**src/rtl/awgn_sample_scheduler.sv**
```systemverilog
// ============================================================================
// awgn_sample_scheduler
// ----------------------------------------------------------------------------
// Controller and arbiter for the AWGN generator pipeline. It gates generator
// advance and discards the generator's warm-up output. It buffers (X0,X1)
// sample pairs in a small FIFO and hands them out round-robin to NREQ
// consumers, one pair per cycle.
//
// Parameters
//   NREQ      number of requesters (>= 2)
//   PIPE_LAT  generator latency in enabled clocks from first advance to
//             first valid sample
//   DEPTH     sample-pair FIFO depth (power of 2, >= 2)
//   W         sample width (sign-magnitude, bit W-1 = sign)
//
// Ports
//   clk        clock
//   reset      synchronous, active-low reset
//   en         run request from control
//   flush      clear FIFO contents (pipeline stays warm)
//   gen_x0/x1  generator samples
//   gen_valid  generator output valid
//   gen_run    generator clock-enable / advance (combinational from regs)
//   req        per-consumer request, held until granted
//   grant      one-hot grant, qualifies out_x0/out_x1 (single cycle)
//   out_x0/x1  granted sample pair
//   out_valid  |grant
//   warm       warm-up complete since last reset
//   level      FIFO occupancy
//   sample_cnt samples delivered, wraps modulo 2^32
// ============================================================================
module awgn_sample_scheduler #(
    parameter int unsigned NREQ     = 4,
    parameter int unsigned PIPE_LAT = 12,
    parameter int unsigned DEPTH    = 4,
    parameter int unsigned W        = 16
) (
    input  logic                      clk,
    input  logic                      reset,
    input  logic                      en,
    input  logic                      flush,
    input  logic [W-1:0]              gen_x0,
    input  logic [W-1:0]              gen_x1,
    input  logic                      gen_valid,
    output logic                      gen_run,
    input  logic [NREQ-1:0]           req,
    output logic [NREQ-1:0]           grant,
    output logic [W-1:0]              out_x0,
    output logic [W-1:0]              out_x1,
    output logic                      out_valid,
    output logic                      warm,
    output logic [$clog2(DEPTH):0]    level,
    output logic [31:0]               sample_cnt
);

    localparam int unsigned AW = $clog2(DEPTH);
    localparam int unsigned LW = AW + 1;
    localparam int unsigned RW = $clog2(NREQ);
    localparam int unsigned CW = (PIPE_LAT > 1) ? $clog2(PIPE_LAT) : 1;
    localparam int unsigned PW = 2 * W;

    typedef enum logic [1:0] {
        IDLE   = 2'd0,
        WARMUP = 2'd1,
        RUN    = 2'd2
    } state_t;

    // Registered state
    state_t          state;
    logic [CW-1:0]   wcnt;
    logic [AW-1:0]   wr_ptr;
    logic [AW-1:0]   rd_ptr;
    logic [RW-1:0]   rr_ptr;
    logic [PW-1:0]   mem [DEPTH];

    // Next-state values
    state_t          state_n;
    logic [CW-1:0]   wcnt_n;
    logic [AW-1:0]   wr_ptr_n;
    logic [AW-1:0]   rd_ptr_n;
    logic [RW-1:0]   rr_ptr_n;
    logic            warm_n;
    logic [LW-1:0]   level_n;
    logic [NREQ-1:0] grant_n;
    logic [W-1:0]    out_x0_n;
    logic [W-1:0]    out_x1_n;
    logic            out_valid_n;
    logic [31:0]     sample_cnt_n;

    // Datapath helpers
    logic            push;
    logic            pop;
    logic [NREQ-1:0] elig;
    logic            win_found;
    logic [RW-1:0]   win_idx;
    int unsigned     scan_idx;
    logic [PW-1:0]   head;

    // Generator advance: always while warming up, in RUN only with FIFO room
    assign gen_run = (state == WARMUP) || ((state == RUN) && (level < LW'(DEPTH)));

    // Only RUN-state output is real; warm-up output is dropped on the floor
    assign push = (state == RUN) && gen_run && gen_valid;

    // A requester whose grant is being shown this cycle is not eligible again
    assign elig = req & ~grant;

    assign head = mem[rd_ptr];

    // Round-robin winner: first eligible requester at or above rr_ptr, wrapping
    always_comb begin
        win_found = 1'b0;
        win_idx   = '0;
        scan_idx  = 0;
        for (int unsigned k = 0; k < NREQ; k++) begin
            scan_idx = (32'(rr_ptr) + k) % NREQ;
            if (!win_found && elig[RW'(scan_idx)]) begin
                win_found = 1'b1;
                win_idx   = RW'(scan_idx);
            end
        end
    end

    assign pop = win_found && (level != '0) && !flush;

    // Next-state / output logic
    always_comb begin
        state_n      = state;
        wcnt_n       = wcnt;
        warm_n       = warm;
        wr_ptr_n     = wr_ptr;
        rd_ptr_n     = rd_ptr;
        rr_ptr_n     = rr_ptr;
        level_n      = level;
        grant_n      = '0;
        out_x0_n     = out_x0;
        out_x1_n     = out_x1;
        out_valid_n  = 1'b0;
        sample_cnt_n = sample_cnt;

        // Control FSM; warm-up completion takes priority over en dropping,
        // since the final advance has already happened that cycle
        unique case (state)
            IDLE: begin
                if (en) begin
                    state_n = warm ? RUN : WARMUP;
                end
            end
            WARMUP: begin
                if (gen_run && (wcnt == CW'(PIPE_LAT - 1))) begin
                    state_n = RUN;
                    warm_n  = 1'b1;
                end else begin
                    if (gen_run) begin
                        wcnt_n = wcnt + CW'(1);
                    end
                    if (!en) begin
                        state_n = IDLE;
                    end
                end
            end
            RUN: begin
                if (!en) begin
                    state_n = IDLE;
                end
            end
            default: begin
                state_n = IDLE;
            end
        endcase

        // FIFO and grant; flush overrides any push or pop this cycle
        if (flush) begin
            wr_ptr_n = '0;
            rd_ptr_n = '0;
            level_n  = '0;
        end else begin
            if (push) begin
                wr_ptr_n = wr_ptr + AW'(1);
            end
            if (pop) begin
                rd_ptr_n     = rd_ptr + AW'(1);
                grant_n      = NREQ'(1) << win_idx;
                out_valid_n  = 1'b1;
                out_x0_n     = head[PW-1:W];
                out_x1_n     = head[W-1:0];
                rr_ptr_n     = (win_idx == RW'(NREQ - 1)) ? '0 : win_idx + RW'(1);
                sample_cnt_n = sample_cnt + 32'd1;
            end
            level_n = level + LW'(push) - LW'(pop);
        end
    end

    // State register
    always_ff @(posedge clk) begin
        if (!reset) begin
            state      <= IDLE;
            wcnt       <= '0;
            warm       <= 1'b0;
            wr_ptr     <= '0;
            rd_ptr     <= '0;
            rr_ptr     <= '0;
            level      <= '0;
            grant      <= '0;
            out_x0     <= '0;
            out_x1     <= '0;
            out_valid  <= 1'b0;
            sample_cnt <= '0;
        end else begin
            state      <= state_n;
            wcnt       <= wcnt_n;
            warm       <= warm_n;
            wr_ptr     <= wr_ptr_n;
            rd_ptr     <= rd_ptr_n;
            rr_ptr     <= rr_ptr_n;
            level      <= level_n;
            grant      <= grant_n;
            out_x0     <= out_x0_n;
            out_x1     <= out_x1_n;
            out_valid  <= out_valid_n;
            sample_cnt <= sample_cnt_n;
        end
    end

    // Sample-pair storage; contents need no reset, pointers gate visibility
    always_ff @(posedge clk) begin
        if (reset && push && !flush) begin
            mem[wr_ptr] <= {gen_x0, gen_x1};
        end
    end

endmodule

```
**config.mk**
```make
export PLATFORM = sky130hd
export DESIGN_NAME = awgn_sample_scheduler
export DESIGN_NICKNAME = d
export VERILOG_FILES = /design/src/rtl/awgn_sample_scheduler.sv
export SDC_FILE = /design/constraint.sdc
export NUM_CORES = 1
export LEC_CHECK = 0
export ABC_CLOCK_PERIOD_IN_PS = 2500
export CAP_MARGIN = 10
export CORE_MARGIN = 3
export CORE_UTILIZATION = 26
export CTS_BUF_LIST = sky130_fd_sc_hd__clkbuf_16
export DETAILED_ROUTE_END_ITERATION = 10
export GPL_TIMING_DRIVEN = 0
export PLACE_DENSITY = 0.54
export RECOVER_POWER = 100
export SYNTH_ARGS = -nofsm -noshare
export SYNTH_HDL_FRONTEND = slang
export SYNTH_SLANG_ARGS = --single-unit
```
**constraint.sdc**
```tcl
create_clock -name clk -period 2.5 [get_ports clk]
set_input_delay 0.375 -clock clk [delete_from_list [all_inputs] [get_ports clk]]
set_output_delay 0.375 -clock clk [all_outputs]
set_load 0.005 [all_outputs]
```
**Word-level counts from Yosys, hierarchy flattened**

Memories as Yosys holds them, arrays and structs flattened. A register that Yosys moved wholly into a read port is not among the register bits.
Index checks and enable logic that the tools add are counted.

- Shifts and indexed selects: 1
- Multiply operators: 0
- Order comparisons: 5
- Divide/modulo/power cells: 0
- Equality and inequality tests: 5
- Reduce and logical (&&, ||, !) cells: 24
- Muxes and demuxes: 25
- Bitwise operators: 6
- $add $sub $neg: 10

Operators with widths:

| kind | number |
|---|---|
| 32-bit by 1-bit adder with 32-bit output (second input constant) | 1 |
| 2-bit 2-to-1 mux | 9 |
| 2-bit by 3-bit less-than comparator with 1-bit output (second input constant) | 4 |
| 1-bit logical AND | 11 |
| 1-bit 2-to-1 mux | 11 |
| 2-bit by 1-bit adder with 2-bit output (second input constant) | 4 |
| 1-bit binary-select mux with 2-bit select | 4 |
| 2-bit one-hot mux with 3 select lines | 1 |
| 1-bit logical NOT | 5 |
| 2-bit adder (second input constant) | 2 |
| 4-bit by 1-bit adder with 4-bit output (second input constant) | 1 |
| 4-bit bitwise AND | 1 |
| 2-bit == test (second input constant) | 2 |
| 4-bit == test (second input constant) | 1 |
| 1-bit inverter | 4 |
| 4-bit inverter | 1 |
| 2-bit AND reduction | 2 |
| 1-bit by 2-bit left shift with 4-bit output (first input constant) | 1 |
| 3-bit by 1-bit adder with 3-bit output | 1 |
| 3-bit less-than comparator (second input constant) | 1 |
| 3-bit AND reduction | 1 |
| 3-bit nonzero test | 1 |
| 3-bit OR reduction | 1 |
| 3-bit by 1-bit subtractor with 3-bit output | 1 |
| other kinds (5) | 5 |

- Input port bits: 41
- Memory bits (read-only): 0
- Output and inout port bits: 74
- RAM bits: 128
- Word-level logic and storage cells: 87
- Memories: 1
- Bits in registers: 53
- Bits in latches: 0

Memories:

| memory | depth | width | rd ports | clocked after memory_dff | wr ports | line | source |
|---|---|---|---|---|---|---|---|
| mem | 4 | 32 | 1 | 1 | 1 | 74 | `logic [PW-1:0] mem [DEPTH];` |

**Logic depth before layout (Yosys ltp)**

Gate-level depths: netlist (run 1).

- Depth in word-level cells: 18
- Depth in mapped cells: 12
- Mapped depth without buffers: 11

**Worst setup path after synthesis (run 1)**

No wires, ideal clock.

- Path type: register to register
- Start point: register grant[0]
- End point: register level[2]
- Period minus slack after synthesis: 2.450 ns
- Stages on the path, launching flop included: 13
- Library setup time: 0.124 ns
- Buffers on the path: 1
- Data required time: 2.376 ns
- Data arrival time: 2.326 ns
- Setup slack: 0.050 ns
- Cells stage by stage: dfxtp_1 nand2b_1 nand4_1 nand2_1 inv_2 clkbuf_1 ha_1 inv_1 ha_1 fa_1 xnor2_1 xnor2_1 nor2_1

- Word-level cells in the longest chain between the ends: 17
- Elaborated cells between the ends (all ways): 23
- Classes of those cells: add/sub (1); mux (12); bitwise (2); reduce/logical (8)

RTL lines:

| element | line | source |
|---|---|---|
| start: declaration | 47 | `output logic [NREQ-1:0] grant,` |
| start signal: assignment | 217 | `grant <= grant_n;` |
| 4-bit inverter (*) | 106 | `assign elig = req & ~grant;` |
| 4-bit bitwise AND (*) | 106 |  |
| 1-bit binary-select mux with 2-bit select | 117 | `if (!win_found && elig[RW'(scan_idx)]) begin` |
| 1-bit 2-to-1 mux (not written as such) | 117 |  |
| 1-bit 2-to-1 mux | 117 |  |
| 1-bit logical NOT | 117 |  |
| 1-bit logical AND | 117 |  |
| 1-bit 2-to-1 mux | 117 |  |
| 1-bit logical NOT | 117 |  |
| 1-bit logical AND | 117 |  |
| 1-bit 2-to-1 mux | 117 |  |
| 1-bit logical NOT | 117 |  |
| 1-bit logical AND | 117 |  |
| 1-bit 2-to-1 mux (*) | 117 |  |
| 1-bit logical AND (*) (2 in series) | 124 | `assign pop = win_found && (level != '0) && !flush;` |
| via pop | 92 | `logic pop;` |
| 3-bit by 1-bit subtractor with 3-bit output (*) | 190 | `level_n = level + LW'(push) - LW'(pop);` |
| end signal: assignment | 216 | `level <= level_n;` |
| end: declaration | 52 | `output logic [$clog2(DEPTH):0] level,` |

The timed path passes the listed nets; every way through them passes the cells marked *. The select of a mux whose other input is x is not followed.
A chain may end at the register's enable or synchronous reset.

**Worst setup path after layout (run 1)**

- Start point: register grant[0]
- End point: register level[2]

- Word-level cells in the longest chain between the ends: 17
- Elaborated cells between the ends (all ways): 23
- Classes of those cells: add/sub (1); mux (12); bitwise (2); reduce/logical (8)

RTL lines:

| element | line |
|---|---|
| 4-bit inverter (*) | 106 |
| 4-bit bitwise AND (*) | 106 |
| 1-bit binary-select mux with 2-bit select | 117 |
| 1-bit 2-to-1 mux (not written as such) | 117 |
| 1-bit 2-to-1 mux | 117 |
| 1-bit logical NOT | 117 |
| 1-bit logical AND | 117 |
| 1-bit 2-to-1 mux | 117 |
| 1-bit logical NOT | 117 |
| 1-bit logical AND | 117 |
| 1-bit 2-to-1 mux | 117 |
| 1-bit logical NOT | 117 |
| 1-bit logical AND | 117 |
| 1-bit 2-to-1 mux (*) | 117 |
| 1-bit logical AND (*) (2 in series) | 124 |
| 3-bit by 1-bit subtractor with 3-bit output (*) | 190 |

Every way passes the cells marked *; elsewhere a longest branch is shown, timed or not. The select of a mux whose other input is x is not followed.

==> results of run 1 <==
==> kinds of logic after synthesis <==
logic type,share of synthesized area (%)
mux,8.824
fa+ha+maj,1.451
compound gates,6.513
simple gates,12.21
flops,66.97
buf+inv,2.236
xor+xnor,1.798
==> flip-flops by register name (all words and copies together), names as in the netlist, named ones only <==
register,cells
warm,1
wr_ptr,2
mem,128
out_valid,1
rr_ptr,1
sample_cnt,32
out_x0,16
grant,4
state,2
rd_ptr,2
out_x1,16
level,3
wcnt,4
==> cell type report <==
class	count	area, µm²
multi-input cells	363	2608
clock inverters	20	136.4
clock buffers	25	625.6
plain buffers	28	115.1
diodes	2	5.005
inverters	17	66.31
well taps	396	495.5
fillers	3006	20130
repair buffers	122	1257
flip-flops and latches	213	5550
==> tightest hold or removal path: cells and delay by family, from the launching register on <==
family | cells | cell delay, ns
AND/OR/NAND/NOR | 1 | 0.05
flip-flops | 1 | 0.30
AO/OA/AOI/OAI | 1 | 0.05
==> layout by cell type, fill, tap and decap left out, types with 21 or more instances in the layout <==
cell type / count
dlygate4sd3_1: 103
a21oi_1: 60
nand2_1: 82
dfxtp_1: 81
inv_1: 25
edfxtp_1: 128
nor2_1: 37
mux4_2: 32
clkbuf_1: 21
clkbuf_16: 25
==> path summary, 6_finish.rpt <==
path                                               end  slack, ns  cells after the start
worst max-delay path               level[2]$_SDFF_PP0_       0.13                     11
worst min-delay path            out_x1[1]$_SDFFE_PN0P_       0.45                      2
worst max register to register     level[2]$_SDFF_PP0_       0.13                     11
worst min register to register  out_x1[1]$_SDFFE_PN0P_       0.45                      2
==> report_power, final <==
part	switching, mW	total, mW	internal (mW)
Clock	1.37	3.37	2.01
Combinational	0.0861	0.152	0.0660
Sequential	0.00327	3.72	3.72
Total	1.45	7.24	5.79
==> metrics by stage <==
stage                     setup TNS, ns  area (µm²)
after floorplan                       0        8280
after global placement          -160.32        9917
after detailed placement         -37.33       10010
after CTS                             0       10830
after global routing                  0       10850
final                                 0       10860
==> routing by layer <==
layer | global-route usage [%] | share of wire (%) | vias up
li1 | - | - | 2602
met1 | 14.95 | 44 | 2689
met3 | 2.625 | 6.1 | 38
met2 | 18.88 | 48 | 132
met5 | 0 | 0.14 | -
met4 | 2.631 | 1.8 | 4
==> timing repair <==
| item | in CTS | in global routing |
|---|---|---|
| hold endpoints to repair | 0 | 0 |
| gates resized for setup | 10 | 10 |
| buffers inserted | 2 | 2 |
| setup endpoints to repair | 18 | 1 |
| pin swaps | 2 | 4 |
==> results.tsv, run 1 <==
metric	value	unit
grt_antenna_before_repair	5	
cp_data_arrival_time	2.75	ns
yosysWarnings	0	
yosysSeqAreaShare	66.97	%
cp.required	2.88	ns
holdWs	0.4491	ns
place_inst	1136	
grt_use_total	11.29	%
slowest_stage	fa_2	
place_ws	-1.334	ns
endpoint_kind	register	
drt_wl_total	19580	µm
drive_gt1_share	13.32	%
relSlewSlack	53.38	%
worstMarginPinSlew	0.6992	ns
dr.pass1.iters	4	
power	7.244	mW
max_freq	0.4220	GHz
fin_crit	2.369	ns
synth_top_cell_area_share	46.42	%
fin_ws	0.1306	ns
grt_max_degree	27	
crit_chain	nand2b_4, nand4_1, nand2_4, inv_4, ha_1, inv_1, ha_1, fa_2, xnor2_2, xnor2_1, nor2_1	
critPathLaunchType	register	
p_per_area	667.1	mW/mm²
setup_viol	0	
synthDistinctLibCells	43	
wl_per_cell	16.51	µm
drt_iter0_drc	286	
post-route-period-util	94.78	%
htreeDepth	1	
avgViaCountPerCell	4.608	
synth.most_common_cell	edfxtp_1	
gr-total-overflow	0	
cp_max_fo	12	
ys_ff_latch	213	
numCtsBuffers	25	
clock_path_buffers	3	
skew	0.02193	ns
drc	0	
vdd_drop_max	360.6	µV
fin_util	35.04	%
root_buffer	clkbuf_16	
die_h	184.5	µm
cts_tree	yes	
p_leak	3.698	nW
hp-class	reg2reg	
status	complete, no violations	
synth_ff_type	edfxtp_1	
syn_avg_cell_area	13.31	µm²
cpPeakStageDelay	0.38	ns
num-nets-final	820	
yosys.area.top_type	edfxtp_1	
synthCells	622	
initial_utilization	26.72	%
hold_buffers	0	
drv_slew	0	
syn-num-nets	672	
yosys-top-cells-area	edfxtp_1 46%, dfxtp_1 21%, mux4_2 8.7%, nand2_1 3.8%, a21oi_1 3.6%	
hold_viol	0	
r2r-start	grant[0]$_SDFF_PP0_	
num_vias	5465	
placementRows	64	
synth_area	0.008280	mm²
stdcell_count	1186	
crit_family	adder cells	
rsz0062_at_grt	false	
dieArea	0.03403	mm²
core_area	0.03099	mm²
drv_cap	0	
startpoint	grant[0]$_SDFF_PP0_	
ys_top_cells_by_count	128 x edfxtp_1, 85 x dfxtp_1, 83 x nand2_1, 60 x a21oi_1, 38 x nor2_1	
port_buffers	114	
cp_num_buf_inv	2	
path_class	reg2reg	
synth-edff-count	128	
cp_common_cell	ha_1	
async_flop_share	0	%
clock_latency	0.52	ns
gp_congestion	0.7372	
die_w	184.5	µm
syn2layout_area_growth	31.14	%
cts.sinks	213	
grt_pass1_wl	30190	µm
hpwl	13230	µm
ant_nets	0	
first_global_vias	5441	
clkSlewWorstSetupHoldPaths	0.06	ns
ios	115	
hp-start	out_x1[1]$_SDFFE_PN0P_	
(Power assumes the default switching activity.)
==> inputs of run 2 (changes only) <==
--- a/config.mk
+++ b/config.mk
@@ -14,6 +14,7 @@
 export GPL_TIMING_DRIVEN = 0
 export PLACE_DENSITY = 0.54
 export RECOVER_POWER = 100
+export SLEW_MARGIN = 20
 export SYNTH_ARGS = -nofsm -noshare
 export SYNTH_HDL_FRONTEND = slang
 export SYNTH_SLANG_ARGS = --single-unit
==> run 2 against run 1 <==
Clock power grew 4%; combinational power is essentially flat; utilization hardly changed; register-to-register slack about the same; routed wire length rose by 0.82%; non-clock buffer count rose by 1; critical path depth is 2 higher; die area stayed put; via count rose by 0.24%; setup slack got worse by 0.019 ns; flip-flop and latch count unchanged; power up 1.8%.
==> results.tsv, run 2 (same netlist as run 1, synthesis figures left out) <==
metric	value	unit	change
power	7.371	mW	+1.8%
place_ws	-1.367	ns	-0.03260 ns
clock_path_buffers	3		unchanged
drive_gt1_share	13.43	%	+0.11 points
vdd_drop_max	470.1	µV	+30%
fill_cells	3032		+0.86%
cp_data_arrival_time	2.78	ns	+0.03 ns
endpoint_kind	register		
grt_use_total	11.41	%	+0.12 points
clock_latency	0.51	ns	about the same
gp_congestion	0.7372		unchanged
setup_tns	0	ns	unchanged
ios	115		unchanged
dr.pass1.iters	4		unchanged
critPathLaunchType	input port		
cts_tree	yes		
r2r-start	grant[0]$_SDFF_PP0_		
hpwl	13230	µm	about the same
cp_max_fo	10		-2
core_area	0.03099	mm²	unchanged
setup_viol	0		unchanged
status	complete, no violations		
syn2layout_area_growth	31.25	%	about the same
avgViaCountPerCell	4.619		+0.24%
drt_wl_total	19740	µm	+0.82%
clkSlewWorstSetupHoldPaths	0.06	ns	about the same
grt_antenna_before_repair	3		-2
skew	0.01270	ns	-0.009226 ns
max_freq	0.4186	GHz	-0.82%
worstMarginPinSlew	0.6927	ns	-0.006508 ns
drt_iter0_drc	288		+0.70%
cp.required	2.89	ns	about the same
path_class	in2reg		
holdWs	0.4491	ns	+0.00006500 ns
port_buffers	114		unchanged
crit_end	level[2]$_SDFF_PP0_		
fin_crit	2.389	ns	+0.01950 ns
post-route-period-util	95.56	%	+0.78 points
relSlewSlack	53.82	%	+0.43 points
first_global_vias	5472		+0.57%
hold_viol	0		unchanged
final_cell_mix	128 x edfxtp_1, 107 x dlygate4sd3_1, 82 x nand2_1, 82 x dfxtp_1, 60 x a21oi_1		
timing.rr.end	level[2]$_SDFF_PP0_		
num-nets-final	821		+0.12%
drv_slew	0		unchanged
htreeDepth	1		unchanged
hp-class	in2reg		
initial_utilization	26.72	%	unchanged
p_per_area	678.3	mW/mm²	+1.7%
dieArea	0.03403	mm²	unchanged
wl_per_cell	16.65	µm	+0.82%
largest_register	mem		
drc	0		unchanged
final_common_cell	edfxtp_1		
r2r_cells	12		+1
root_buffer	clkbuf_16		
r2r_slack	0.12	ns	about the same
grt_pass1_wl	30480	µm	+0.98%
gr-total-overflow	0		unchanged
p_leak	3.688	nW	-0.27%
largest_reg_flops	128		unchanged
cts.sinks	213		unchanged
die_h	184.5	µm	unchanged
die_w	184.5	µm	unchanged
grt_max_degree	25		-7.4%
top_regs	mem (128), sample_cnt (32)		
num_vias	5478		+0.24%
drv_cap	0		unchanged
startpoint	req[0]		
numCtsBuffers	25		unchanged
placementRows	64		unchanged
fin_ws	0.1111	ns	-0.01950 ns
ant_nets	0		unchanged
run 2: worst min-delay path by stage:
stage | from | endpoint | slack, ns | cells after the start
2_1_floorplan | out_x0[0]$_SDFFE_PN0P_ | out_x0[0]$_SDFFE_PN0P_ | 0.45 | 2
3_3_place_gp | out_x1[1]$_SDFFE_PN0P_ | out_x1[1]$_SDFFE_PN0P_ | 0.45 | 2
3_5_place_dp | out_x1[1]$_SDFFE_PN0P_ | out_x1[1]$_SDFFE_PN0P_ | 0.45 | 2
4_1_cts | en | state[0]$_SDFFE_PN0P_ | 0.43 | 3
5_1_grt | en | state[0]$_SDFFE_PN0P_ | 0.46 | 3
6_report | en | state[0]$_SDFFE_PN0P_ | 0.45 | 3
run 2: layout make-up:
type / instances / area [µm²] / area share [%]
antenna: 1 / 2.502 / 0.02303
tap: 396 / 495.5 / 4.559
clock buffer: 25 / 625.6 / 5.756
timing repair buffer: 122 / 1229 / 11.31
inverter: 17 / 63.81 / 0.5872
multi-input combinational: 363 / 2609 / 24.00
buffer: 29 / 127.6 / 1.174
clock inverter: 20 / 166.4 / 1.531
sequential: 213 / 5549 / 51.06
run 2: metal layers:
metal  global-route usage, %  wire [µm]  up-vias
li1                        -          -     2598
met1                   15.07       8801     2694
met2                   19.00       9429      140
met3                   2.625       1051       40
met4                   2.963        417        6
met5                       0         41        -
run 2: stage by stage:
stage	std cells	instance area [µm²]	utilization, %
global placement	1132	9917	32.00
detailed placement	1136	10010	32.30
CTS	1183	10860	35.03
global route	1185	10870	35.06
finish	1186	10870	35.07
floorplan	622	8280	-
run 2: report_power, final:
group	switching, mW	internal [mW]	leakage [nW]
clock	1.38	2.11	0.403
combinational	0.0874	0.0666	1.45
sequential	0.00323	3.72	1.84
total	1.47	5.90	3.69
run 2: worst max-delay path: stages:
cell and delay (ns):
clkdlybuf4s50_1 0.50, nand2b_4 0.13, nand4_1 0.18, nand2_4 0.16
inv_2 0.05, clkbuf_8 0.17, ha_1 0.28, inv_1 0.04
ha_1 0.18, fa_2 0.36, xnor2_2 0.16, xnor2_1 0.13
nor2_1 0.05
run 2: repair_timing:
action	in CTS	in global routing
pin swaps	3	3
buffers inserted	2	2
setup endpoints to repair	21	1
resized for setup	9	8
hold buffers	0	0
cloned	0	0
hold endpoints to repair	0	0
==> inputs of run 3 (changes only) <==
--- a/config.mk
+++ b/config.mk
@@ -11,10 +11,11 @@
 export CORE_UTILIZATION = 26
 export CTS_BUF_LIST = sky130_fd_sc_hd__clkbuf_16
 export DETAILED_ROUTE_END_ITERATION = 10
+export DONT_BUFFER_PORTS = 1
 export GPL_TIMING_DRIVEN = 0
-export PLACE_DENSITY = 0.54
+export PLACE_DENSITY = 0.5
 export RECOVER_POWER = 100
-export SLEW_MARGIN = 20
+export SLEW_MARGIN = 0
 export SYNTH_ARGS = -nofsm -noshare
 export SYNTH_HDL_FRONTEND = slang
 export SYNTH_SLANG_ARGS = --single-unit
==> run 3 against run 2 <==
Final area down 7.0%; critical endpoint unchanged; clock-buffer cell count up 1; sequential power about the same; critical path depth down 2; routed wire length up 4.8%; power up 1.3%; clock power up 3%.
==> results.tsv, run 3 (same netlist as run 1, synthesis figures left out) <==
metric	value	unit	change
status	complete, no violations		
drv_cap	0		unchanged
hpwl	13470	µm	+1.8%
p_clk_share	48.4	%	+1.0 points
max_freq	0.4303	GHz	+2.8%
ios	115		unchanged
final_cell_mix	128 x edfxtp_1, 82 x nand2_1, 81 x dfxtp_1		
gr-total-overflow	0		unchanged
syn2layout_area_growth	22.11	%	
internal_power	5.883	mW	-0.27%
grt_antenna_before_repair	3		unchanged
power	7.467	mW	+1.3%
root_buffer	clkbuf_16		
top_regs	mem (128), sample_cnt (32)		
setup_tns	0	ns	unchanged
numCtsBuffers	26		+4.0%
num-nets-final	740		-9.9%
drv_slew	0		unchanged
r2r_slack	0.18	ns	+0.06 ns
p_switching	1.584	mW	+7.6%
grt_pass1_wl	31550	µm	+3.5%
drc	0		unchanged
relSlewSlack	51.49	%	-2.3 points
p_per_area	738.5	mW/mm²	+8.9%
drive_gt1_share	15.21	%	+1.8 points
largest_reg_flops	128		unchanged
setup_viol	0		unchanged
hp-class	in2reg		
grt_use_total	12.04	%	+0.63 points
final_common_cell	edfxtp_1		
placementRows	64		unchanged
critPathLaunchType	register		
grt_max_degree	26		+4.0%
drt_iter0_drc	238		-17%
cts.sinks	213		unchanged
dieArea	0.03403	mm²	unchanged
clock_latency	0.55	ns	+0.04 ns
dr.pass1.iters	4		unchanged
avgViaCountPerCell	4.630		+0.25%
die_h	184.5	µm	unchanged
endpoint_kind	register		
largest_register	mem		
first_global_vias	5170		-5.5%
p_leak	3.157	nW	-14%
drt_wl_total	20690	µm	+4.8%
clkSlewWorstSetupHoldPaths	0.05	ns	about the same
wl_per_cell	18.65	µm	+12%
switching_share	21.22	%	+1.2 points
cp_data_arrival_time	2.72	ns	-0.06 ns
cp.required	2.90	ns	about the same
post-route-period-util	92.96	%	-2.6 points
hold_viol	0		unchanged
clock_path_buffers	3		unchanged
num_vias	5135		-6.3%
gp_congestion	0.7177		-2.6%
htreeDepth	1		unchanged
vdd_drop_max	660.5	µV	+41%
cts_tree	yes		
seq_power_share	49.8	%	-0.7 points
die_w	184.5	µm	unchanged
port_buffers	0		-100%
core_area	0.03099	mm²	unchanged
worstMarginPinSlew	0.7276	ns	+0.03491 ns
fin_crit	2.324	ns	-0.06493 ns
cp_max_fo	12		+2
initial_utilization	26.72	%	unchanged
ant_nets	0		unchanged
path_class	reg2reg		
skew	0.03425	ns	+0.02155 ns
pwr-share-comb	1.8	%	-0.3 points
rsz0062_at_grt	false		
-- run 3: cell type report --
class                   count  area, µm²
fillers                  3058      20880
flip-flops and latches    213       5555
multi-input cells         363       2614
clock buffers              26      650.6
well taps                 396      495.5
repair buffers             41      421.7
clock inverters            22      185.2
plain buffers              28      115.1
inverters                  17      66.31
diodes                      3      7.507
-- run 3: per-layer routing --
layer | global-route usage, % | vias to the layer above | share of wire [%]
met5 | 0 | - | 0
met4 | 2.812 | 0 | 2.2
met3 | 4.144 | 30 | 8.0
met2 | 20.24 | 144 | 47
met1 | 14.97 | 2508 | 42
li1 | - | 2453 | -
-- run 3: metrics by stage --
stage / hold slack [ns] / worst slack (ns) / util (%) / instances / instance area (µm²)
floorplan: 0.4527 / 0.04973 / - / 622 / 8280
global placement: 0.4660 / -0.7296 / 28.32 / 1018 / 8776
detailed placement: 0.4716 / -0.7881 / 28.62 / 1022 / 8869
CTS: 0.1023 / 0.001116 / 32.67 / 1106 / 10120
global route: 0.1306 / 0.03040 / 32.63 / 1109 / 10110
finish: 0.1321 / 0.1760 / 32.63 / 1109 / 10110
-- run 3: worst paths after layout --
path,startpoint,end,cells past startpoint
worst max-delay path,grant[0]$_SDFF_PP0_,level[2]$_SDFF_PP0_,11
worst min-delay path,en,state[1]$_SDFFE_PN0P_,3
worst max register to register,grant[0]$_SDFF_PP0_,level[2]$_SDFF_PP0_,11
worst min register to register,out_x1[4]$_SDFFE_PN0P_,out_x1[4]$_SDFFE_PN0P_,2
-- run 3: repair_timing --
item,4_1_cts,5_1_grt
gates resized for setup,16,7
hold buffers,34,0
buffers inserted,2,1
cloned,0,0
endpoints found under the hold margin,134,0
pin swaps,3,5
setup endpoints to repair,3,1
-- run 3: worst max-delay path, stage by stage (launching register included) --
cell and delay, ns:
dfxtp_4 0.37, nand2b_4 0.15, nand4_1 0.19, nand2_4 0.16, inv_4 0.09, ha_1 0.28
inv_1 0.04, ha_1 0.19, fa_2 0.36, xnor2_1 0.19, xnor2_1 0.13, nor2_1 0.05
-- run 3: power by group through the flow --
stage | Clock, mW | Sequential, mW | Combinational (mW)
detailed placement | 0 | 3.80 | 0.0686
global route | 3.89 | 3.72 | 0.152
global placement | 0 | 3.80 | 0.0688
CTS | 3.75 | 3.72 | 0.139
floorplan | 0 | 3.80 | 0.0467
finish | 3.61 | 3.72 | 0.136
